### config.mk
export PLATFORM = sky130hd
export DESIGN_NAME = gb_frame_capture
export DESIGN_NICKNAME = d
export VERILOG_FILES = /design/src/rtl/gb_frame_capture.sv
export SDC_FILE = /design/constraint.sdc
export NUM_CORES = 1
export LEC_CHECK = 0
export ABC_AREA = 1
export CAP_MARGIN = 20
export CORE_MARGIN = 8
export CORE_UTILIZATION = 50
export DETAILED_ROUTE_END_ITERATION = 8
export PLACE_DENSITY = 0.69
export SLEW_MARGIN = 20
export SYNTH_ARGS = -nofsm -noshare
export SYNTH_HDL_FRONTEND = slang
export SYNTH_SLANG_ARGS = --single-unit
### constraint.sdc
create_clock -name clock -period 3.4 [get_ports clock]
set_input_delay 0.34 -clock clock [delete_from_list [all_inputs] [get_ports clock]]
set_output_delay 0.34 -clock clock [all_outputs]
set_load 0.01 [all_outputs]
### src/rtl/gb_frame_capture.sv
// Packs the lcd 2-bit pixel stream four pixels per byte into a linear framebuffer,
// emitting byte writes through a first-word-fall-through FIFO with a valid/ready port.
module gb_frame_capture #(
  parameter int unsigned LCD_WIDTH  = 160,
  parameter int unsigned LCD_HEIGHT = 144,
  parameter int unsigned FIFO_DEPTH = 8,
  parameter int unsigned ADDR_W     = 13
) (
  input  logic              clock,
  input  logic              nreset,
  input  logic              capture_en,
  input  logic [1:0]        px_color,
  input  logic              px_valid,
  input  logic [7:0]        px_x,
  input  logic [7:0]        px_y,
  output logic              fb_wr_valid,
  input  logic              fb_wr_ready,
  output logic [ADDR_W-1:0] fb_wr_addr,
  output logic [7:0]        fb_wr_data,
  output logic              frame_done,
  output logic [7:0]        frame_count,
  output logic              overflow,
  output logic              sync_error,
  output logic              busy
);

  localparam int unsigned PW = $clog2(FIFO_DEPTH);

  typedef enum logic [1:0] {
    WAIT_SOF,
    CAPTURE,
    DRAIN
  } state_t;

  state_t            state;
  logic [7:0]        ex;
  logic [7:0]        ey;
  logic [5:0]        pack;
  logic [ADDR_W-1:0] byte_addr;

  logic [ADDR_W+7:0] mem [FIFO_DEPTH];
  logic [PW-1:0]     rd_ptr;
  logic [PW-1:0]     wr_ptr;
  logic [PW:0]       count;

  logic fifo_empty;
  logic fifo_full;
  logic pop;
  logic sof;
  logic px_match;
  logic last_px;
  logic push_req;
  logic push_ok;

  always_comb begin
    fifo_empty = (count == '0);
    fifo_full  = (count == (PW+1)'(FIFO_DEPTH));
    pop        = !fifo_empty && fb_wr_ready;
    sof        = px_valid && capture_en && (px_x == 8'd0) && (px_y == 8'd0);
    // ex/ey never leave the frame, so out-of-range coordinates fail this compare
    px_match   = (px_x == ex) && (px_y == ey);
    last_px    = (px_x == 8'(LCD_WIDTH-1)) && (px_y == 8'(LCD_HEIGHT-1));
    push_req   = (state == CAPTURE) && px_valid && px_match && (px_x[1:0] == 2'd3);
    push_ok    = push_req && (!fifo_full || pop);
  end

  assign fb_wr_valid = !fifo_empty;
  assign {fb_wr_addr, fb_wr_data} = fifo_empty ? '0 : mem[rd_ptr];

  always_ff @(posedge clock) begin
    if (push_ok) begin
      mem[wr_ptr] <= {byte_addr, px_color, pack};
    end
  end

  always_ff @(posedge clock or negedge nreset) begin
    if (!nreset) begin
      rd_ptr <= '0;
      wr_ptr <= '0;
      count  <= '0;
    end else begin
      if (push_ok) wr_ptr <= wr_ptr + 1'b1;
      if (pop)     rd_ptr <= rd_ptr + 1'b1;
      count <= count + (PW+1)'(push_ok) - (PW+1)'(pop);
    end
  end

  always_ff @(posedge clock or negedge nreset) begin
    if (!nreset) begin
      state       <= WAIT_SOF;
      busy        <= 1'b0;
      frame_done  <= 1'b0;
      frame_count <= '0;
      overflow    <= 1'b0;
      sync_error  <= 1'b0;
      ex          <= '0;
      ey          <= '0;
      pack        <= '0;
      byte_addr   <= '0;
    end else begin
      frame_done <= 1'b0;
      unique case (state)
        WAIT_SOF: begin
          if (sof) begin
            overflow   <= 1'b0;
            sync_error <= 1'b0;
            pack       <= {4'b0, px_color};
            ex         <= 8'd1;
            ey         <= 8'd0;
            byte_addr  <= '0;
            state      <= CAPTURE;
            busy       <= 1'b1;
          end
        end
        CAPTURE: begin
          if (px_valid) begin
            if (px_match) begin
              case (px_x[1:0])
                2'd0: pack[1:0] <= px_color;
                2'd1: pack[3:2] <= px_color;
                2'd2: pack[5:4] <= px_color;
                default: begin
                  // address advances even when the byte is dropped
                  byte_addr <= byte_addr + ADDR_W'(1);
                  if (!push_ok) overflow <= 1'b1;
                end
              endcase
              if (px_x == 8'(LCD_WIDTH-1)) begin
                ex <= '0;
                ey <= ey + 8'd1;
              end else begin
                ex <= ex + 8'd1;
              end
              if (last_px) state <= DRAIN;
            end else begin
              sync_error <= 1'b1;
              pack       <= '0;
              state      <= WAIT_SOF;
              busy       <= 1'b0;
            end
          end
        end
        DRAIN: begin
          if (fifo_empty) begin
            frame_done  <= 1'b1;
            frame_count <= frame_count + 8'd1;
            state       <= WAIT_SOF;
            busy        <= 1'b0;
          end
        end
        default: begin
          state <= WAIT_SOF;
          busy  <= 1'b0;
        end
      endcase
    end
  end

endmodule

After elaboration in Yosys (flattened, before gate mapping) --
Memories as Yosys holds them, arrays and structs flattened. Index checks and enable logic that the tools add are counted.
Operators by class: $lt $le $gt $ge 0, multipliers 0, reductions and logical operators 31, $add $sub $neg 8, divide/modulo/power cells 0, bitwise logic cells 0, multiplexer cells 47, shift operators 0, eq/ne operators 22
Operators with widths (number):
- two-way mux 8 bit | 8
- two-way mux 13 bit | 4
- one-hot mux 8 bit (2 select lines) | 2
- AND reduction 4 bit | 7
- one-hot mux 13 bit (2 select lines) | 1
- adder 8 x 1 -> 8 bit, second input constant | 3
- two-way mux 21 bit | 1
- two-way mux 6 bit | 3
- equality test 8 bit | 2
- equality test 8 bit, second input constant | 2
- zero test 8 bit | 2
- two-way mux 2 bit | 8
- inequality test 2 bit, second input constant | 8
- two-way mux 1 bit | 15
- adder 13 x 1 -> 13 bit, second input constant | 1
- one-hot mux 6 bit (2 select lines) | 1
- logical AND 1 bit | 10
- AND reduction 5 bit | 2
- inequality test 3 x 2 -> 1 bit, second input constant | 3
- adder 3 x 1 -> 3 bit, second input constant | 2
- equality test 2 bit, second input constant | 3
- one-hot mux 2 bit (3 select lines) | 1
- AND reduction 6 bit | 1
- adder 4 x 1 -> 4 bit | 1
- 13 further kinds | 17
Storage, ports and cells: input port bits 23, word-level logic and storage cells 124, memories 1, latch bits 0, RAM bits 168, ROM bits 0, flip-flop bits (word level) 59
Memory list:
- mem | words 8, width 21, read ports 1, clocked after Yosys merged registers in 0, wr ports 1, line 41 | logic [ADDR_W+7:0] mem [FIFO_DEPTH];

Longest topological paths before layout --
depth in word-level cells 10, depth in mapped cells 16, gate-level depth less buffers 15

Worst setup path after synthesis --
No wires, ideal clock.
kind register to register, start reg ey[2], end mem mem[5][0] (netlist name) (enable), data arrival time 2.684 ns, stages on the path, launching flop included 11, setup time 0.426 ns, buffers on the path 1, required time 2.974 ns, setup slack 0.291 ns, cell sequence dfrtp_1 > buf_4 > nand2_1 > nand2_1 > nor2_1 > nand2_1 > nor2_2 > nand2_2 > nor2_1 > nand3_1 > nor3_1
Between the ends: cells in the longest elaborated chain, start to end 7
RTL lines:
- start, declared | line 37 | logic [7:0] ey;
- start signal, assigned | line 130 | ey <= ey + 8'd1;
- equality test 8 bit | line 61 | px_match = (px_x == ex) && (px_y == ey);
- logical AND 1 bit | line 61
- logical AND 1 bit (2 in series) | line 63 | push_req = (state == CAPTURE) && px_valid && px_match && (px_x[1:0] == 2'd3);
- logical AND 1 bit | line 64 | push_ok = push_req && (!fifo_full || pop);
- two-way mux 1 bit | line 71 | if (push_ok) begin
- two-way mux 1 bit (implied by the code) | line 72 | mem[wr_ptr] <= {byte_addr, px_color, pack};
- end, declared | line 41
No other way between the ends.

Worst setup path in the final report --
start reg rd_ptr[0], end out fb_wr_addr[4]
Between the ends: cells in the longest elaborated chain, start to end 2
RTL lines:
- start, declared | line 42 | logic [PW-1:0] rd_ptr;
- start signal, assigned | line 83 | if (pop) rd_ptr <= rd_ptr + 1'b1;
- memory (8 x 21 bit)
- two-way mux 21 bit | line 68 | assign {fb_wr_addr, fb_wr_data} = fifo_empty ? '0 : mem[rd_ptr];
- end, declared | line 18 | output logic [ADDR_W-1:0] fb_wr_addr,
No other way between the ends.

==> results_dict.tcl <==
set metrics [dict create \
    outcome "finished, violations left" \
    violations "negative hold slack" \
    drcViolationCount 0 \
    post-dp-hpwl_microns 14000 \
    wl_per_cell_microns 16.3 \
    layout_common_cells "nand2_1 (177), nor2_1 (175), edfxtp_1 (168)" \
    gp_congestion 0.886 \
    setup_tns_ps 0 \
    whs_ps -26.2 \
    insertion_delay_ps 520 \
    cts.sinks 227 \
    critPathArrivalTime_ps 2810 \
    grt_max_degree 60 \
    crit_type "reg -> out" \
    cts_tree "done" \
    cp_max_fo 27 \
    cts_hold_buf 0 \
    worstPathRequired_ps 3060 \
    period_needed_ps 3150 \
    setup_viol 0 \
    cap_violations 0 \
    crit_path_end_kind "output pin" \
    cts_resized 0 \
    start_kind "register" \
    grt_pass1_vias 6917 \
    timing.clock.skew_ps 14.1 \
    max_freq_ghz 0.318 \
    syn_inst 991 \
    hold_viol_final 20 \
    coreArea_sq_um 20000 \
    vias 7267 \
    synth.avg_cell_area_sq_um 10.2 \
    antennaDiodeCount 0 \
    yosysUniqueCellTypes 31 \
    cts-htree-levels 1 \
    via_per_inst 5.39 \
    grt-ovfl-total 0 \
    seq_area_frac_synth 0.645 \
    syn_to_final_growth_pct 17.6 \
    slew_viol_final 0 \
    pin_count 57 \
    grt_antenna_before_repair 0 \
    rows 52 \
    final_layout_size_suffix_gt1_frac 0.0966 \
    tightest_slew_ps 787 \
    die-area_sq_um 25000 \
    p_per_area_nw_per_um2 787 \
    peakVddDrop_mv 0.363 \
    cts_max_path_buffers 3 \
    ant_nets 0 \
    yosysWarnings 0 \
    drt-pass1-iter-count 5 \
    clk_pin_slew_ps 60 \
    synth_area_sq_um 10100 \
    grt_usage 0.179 \
    first_iter_violations 505 \
    final_common_cell "nand2_1" \
    layout_setup_ws_ps 254 \
    synth-seq-cells 227 \
    initial_core_util 0.505 \
    worstHoldPathType "in -> async" \
    leakage_nw 4.75 \
    cts-buffers-inserted 24 \
    io_buffers 56 \
    finalCritPeriodShare 0.925 \
    cts_root_buffer "clkbuf_16" \
    rsz0062_at_grt "no" \
    grt_pass1_wl_microns 35300 \
    syn_nets 1026 \
    fp.dieH_microns 158 \
    max-slew-margin-rel 0.475 \
    layout.nets 1094 \
    place_ws_ps 447 \
    die_w_microns 158 \
    routed_wl_microns 22000 \
    cts_setup_buffers 0 \
]
## through the flow
| stage | cell area, sq um | std cells | power, mW | utilization | hold WS [ps] |
|---|---|---|---|---|---|
| after floorplan | 10100 | 991 | 5.51 | - | 44.4 |
| after global placement | 11100 | 1303 | 6.75 | 0.553 | 465 |
| after detailed placement | 11100 | 1303 | 6.80 | 0.553 | 463 |
| after CTS | 11900 | 1347 | 9.44 | 0.594 | 6.60 |
| after global routing | 11900 | 1347 | 9.93 | 0.594 | 44.0 |
| final | 11900 | 1347 | 9.36 | 0.594 | -26.2 |
## registers in the layout, summed over array words and instances (netlist names), 2 cells and up
register and count:
mem 168, byte_addr 13, ex 8, ey 8, frame_count 8, pack 6, count 4, rd_ptr 3
wr_ptr 3, state 2
## cell type report
type,count,area [sq um]
timing repair buffer,83,771
clock buffer,31,677
sequential,227,6520
clock inverter,13,144
multi-input combinational,653,3180
inverter,70,263
fill,1690,8140
tap,270,338
## path summary, 6_finish.rpt
path | endpoint | from | cells past startpoint | slack (ps)
setup / recovery | fb_wr_addr[4] | rd_ptr[0] | 7 | 250
hold / removal | ey[7] | nreset | 2 | -30
setup reg to reg | mem[3][1] | count[2] | 8 | 860
hold reg to reg | frame_count[7] | frame_count[7] | 1 | 480
max in group asynchronous | rd_ptr[0] | nreset | 2 | 2870
min in group clock | frame_count[7] | frame_count[7] | 1 | 480
## cells by family after synthesis
group | count (synthesis) | synth area share
buffers and inverters | 111 | 0.0439
and+or+nand+nor | 437 | 0.179
AOI/OAI and AO/OA | 180 | 0.0965
adders and majority gates | 12 | 0.0156
xor gates and xnor gates | 24 | 0.0208
DFF | 227 | 0.645
## power breakdown
part           total [mW]  leakage (nW)  internal [mW]  switching, mW
combinational        3.16          1.89           1.32           1.84
sequential           3.56          2.47           3.23          0.337
clock                2.64         0.395           1.57           1.07
## critical path, cell delays in order (launching register included)
cell and delay (ps):
dfrtp_2 580, inv_2 220, buf_4 310, o21ai_0 130, o22ai_1 130, o21ai_1 90, a31oi_1 240, clkdlybuf4s50_1 580
## routing by layer
metal,global-route usage,part of all wire,vias to the layer above
met3,0.0240,0.059,31
li1,-,-,3530
met1,0.237,0.44,3515
met4,0.0463,0.014,0
met5,0,0,-
met2,0.307,0.49,191
## synthesized netlist by cell type
library cell	count	area, sq um
nand2_4	2	22.5
xor2_1	19	166
nand3_1	41	205
inv_2	8	30.0
edfxtp_1	168	5040
nand4_1	14	87.6
nor4_1	2	12.5
nand2_2	2	12.5
buf_4	3	22.5
inv_1	62	233
or2_2	1	6.26
clkbuf_1	33	124
nand2_1	177	664
nor3_1	12	60.1
nand3b_1	2	15.0
dfrtp_1	59	1480
o21ai_1	3	15.0
nor2_2	3	18.8
nor2_8	1	20.0
buf_8	1	15.0
a31oi_1	21	131
fa_1	1	20.0
o22ai_1	21	131
buf_2	4	20.0
nor2_1	179	672
a21oi_1	9	45.0
o21ai_0	120	601
xnor2_1	5	43.8
o21ai_2	6	52.6
nor2_4	1	11.3
ha_1	11	138
(Power assumes the default switching activity.)
==> patch, RTL diff (same settings) <==
Set the parameter `FIFO_DEPTH` to 16 (it was 8).
--- a/src/rtl/gb_frame_capture.sv
+++ b/src/rtl/gb_frame_capture.sv
@@ -3,7 +3,7 @@
 module gb_frame_capture #(
   parameter int unsigned LCD_WIDTH  = 160,
   parameter int unsigned LCD_HEIGHT = 144,
-  parameter int unsigned FIFO_DEPTH = 8,
+  parameter int unsigned FIFO_DEPTH = 16,
   parameter int unsigned ADDR_W     = 13
 ) (
   input  logic              clock,
Check against the original RTL: no difference found for any inputs over 4 cycles, from zero or initial values and one cycle with nreset low; that may be too few to reach the edited logic, so the function may still have changed.
==> patch against the original RTL <==
Design area rose by 64%; setup slack lost 0.13 ns; core utilization is 0.60 points lower; count of clock-buffer cells in the layout grew 29; synthesized cell count increased by 46%; hold slack better by 0.47 ns; routed wire length grew 84%; sequential power increased by 72%; power grew 67%; clock power up 62%; area after synthesis rose by 66%; sequential share of layout area grew 4.7 points; sequential cell count up 171.
==> patch: results (changes against the original RTL) <==
OUTCOME
------------------------------------------------------------------------------
Result of the run ............................................... finished, final reports clean   was finished with violations

LAYOUT
------------------------------------------------------------------------------
Largest registers ranked by flip-flop count ..................... mem: 336 flops, byte_addr: 13 flops   was mem: 168 flops, byte_addr: 13 flops
Fill cell count .................................................         2648   was 1690
Final layout net count ..........................................         1556   was 1094
Fraction of layout cells with a size suffix above 1 .............        9.23%   was 9.66%

SYNTHESIS
------------------------------------------------------------------------------
Number of distinct library cells after synthesis ................           35   was 31
Commonest cells in the synthesized netlist ...................... sky130_fd_sc_hd__edfxtp_1, sky130_fd_sc_hd__nor2_1, sky130_fd_sc_hd__o21ai_0, sky130_fd_sc_hd__nand2_1   was sky130_fd_sc_hd__nor2_1, sky130_fd_sc_hd__nand2_1, sky130_fd_sc_hd__edfxtp_1, sky130_fd_sc_hd__o21ai_0, sky130_fd_sc_hd__inv_1
Number of synthesized flops with an enable pin ..................          336   was 168
Post-synth net total ............................................         1486   was 1026
Fraction of registers with async set/reset ......................        15.6%   was 26.0%
Biggest area contributors in the synthesized netlist ............ sky130_fd_sc_hd__edfxtp_1, sky130_fd_sc_hd__dfrtp_1, sky130_fd_sc_hd__o21ai_0   was sky130_fd_sc_hd__edfxtp_1, sky130_fd_sc_hd__dfrtp_1, sky130_fd_sc_hd__nor2_1

WORST SETUP PATH
------------------------------------------------------------------------------
Arrival time at the worst endpoint ..............................      2.94 ns   was 2.81 ns
Largest fanout on the critical path .............................           22   was 27

ROUTE
------------------------------------------------------------------------------
WL met2 .........................................................     19200 um   was 10700 um
Length of routed wiring on met1 .................................     17600 um   was 9620 um
Avg WL per Cell .................................................      20.2 um   was 16.3 um
Initial DRC count ...............................................          924   was 505
Via count .......................................................        11.5k   was 7267

POWER
------------------------------------------------------------------------------
Max rail drop VDD ...............................................     0.446 mV   was 0.363 mV
Clock network power .............................................      4270 uW   was 2640 uW
Sequential power ................................................      6110 uW   was 3560 uW
Sw Pwr ..........................................................      5540 uW   was 3240 uW
Lkg Pwr .........................................................   0.00691 uW   was 0.00475 uW

PLACED DESIGN
------------------------------------------------------------------------------
Sum of net half-perimeters after detailed placement .............     23500 um   was 14000 um
Final weighted congestion in routability-driven placement .......        0.839   was 0.886
Total placed instance area ......................................   0.0182 mm2   was 0.0111 mm2

GLOBAL ROUTING
------------------------------------------------------------------------------
Global-route wire length before repair ..........................     62700 um   was 35300 um
Total routing usage reported by global routing ..................        20.4%   was 17.9%
Largest net degree at the start of global routing ...............          124   was 60
Met2 usage in global routing ....................................        33.8%   was 30.7%

CLOCKING
------------------------------------------------------------------------------
Count of H-tree levels built during CTS .........................            2   was 1
Clock latency reported for the late side of the worst-skew pair .      0.54 ns   was 0.52 ns

STA
------------------------------------------------------------------------------
Clock skew ......................................................    0.0168 ns   was 0.0141 ns
Worst max-slew margin expressed relative to the limit ...........        45.5%   was 47.5%

==> patch: what timing repair did <==
action | 4_1_cts | 5_1_grt
endpoints found under the hold margin | 36 | 0
cloned | 1 | 2
gates resized for setup | 3 | 6
setup buffers | 1 | 0
hold buffers | 1 | 0
endpoints found under the setup margin | 14 | 7
==> patch: worst paths after layout <==
check	startpoint	endpoint	slack, ns	cells after the start
max	rd_ptr[1]$_DFFE_PN0P_	fb_wr_addr[4]	0.12	9
min	nreset	frame_count[3]$_DFFE_PN0P_	0.45	2
max reg2reg	ey[5]$_DFFE_PN0P_	count[4]$_DFF_PN0_	0.70	15
min reg2reg	frame_count[7]$_DFFE_PN0P_	frame_count[7]$_DFFE_PN0P_	0.48	1
max in group asynchronous	nreset	count[2]$_DFF_PN0_	1.98	4
min in group clock	frame_count[7]$_DFFE_PN0P_	frame_count[7]$_DFFE_PN0P_	0.48	1
==> patch: through the flow <==
stage | power [uW] | setup WS (ns) | instances
after floorplan | 9140 | 0.712 | 1448
after global placement | 11100 | 0.357 | 1918
after detailed placement | 11300 | 0.255 | 1918
after CTS | 15600 | 0.0496 | 1995
after global routing | 16400 | 0.0120 | 1997
final | 15700 | 0.124 | 1997
==> patch: area by class of cell <==
class	instances	area [um2]	area share, %
clock buffers	60	1170	5.98
multi-input cells	900	4600	23.5
well taps	448	561	2.87
inverters	73	279	1.43
flip-flops and latches	398	11600	59.6
clock inverters	14	98.8	0.505
repair buffers	104	1200	6.14
==> patch: cell families after synthesis <==
kind of cell             synth area share (%)
adder cells (fa/ha/maj)                  1.16
XOR/XNOR                                 1.67
AO/OA/AOI/OAI                            11.2
AND/OR/NAND/NOR                          13.1
buffers and inverters                    3.50
flip-flops                               69.4
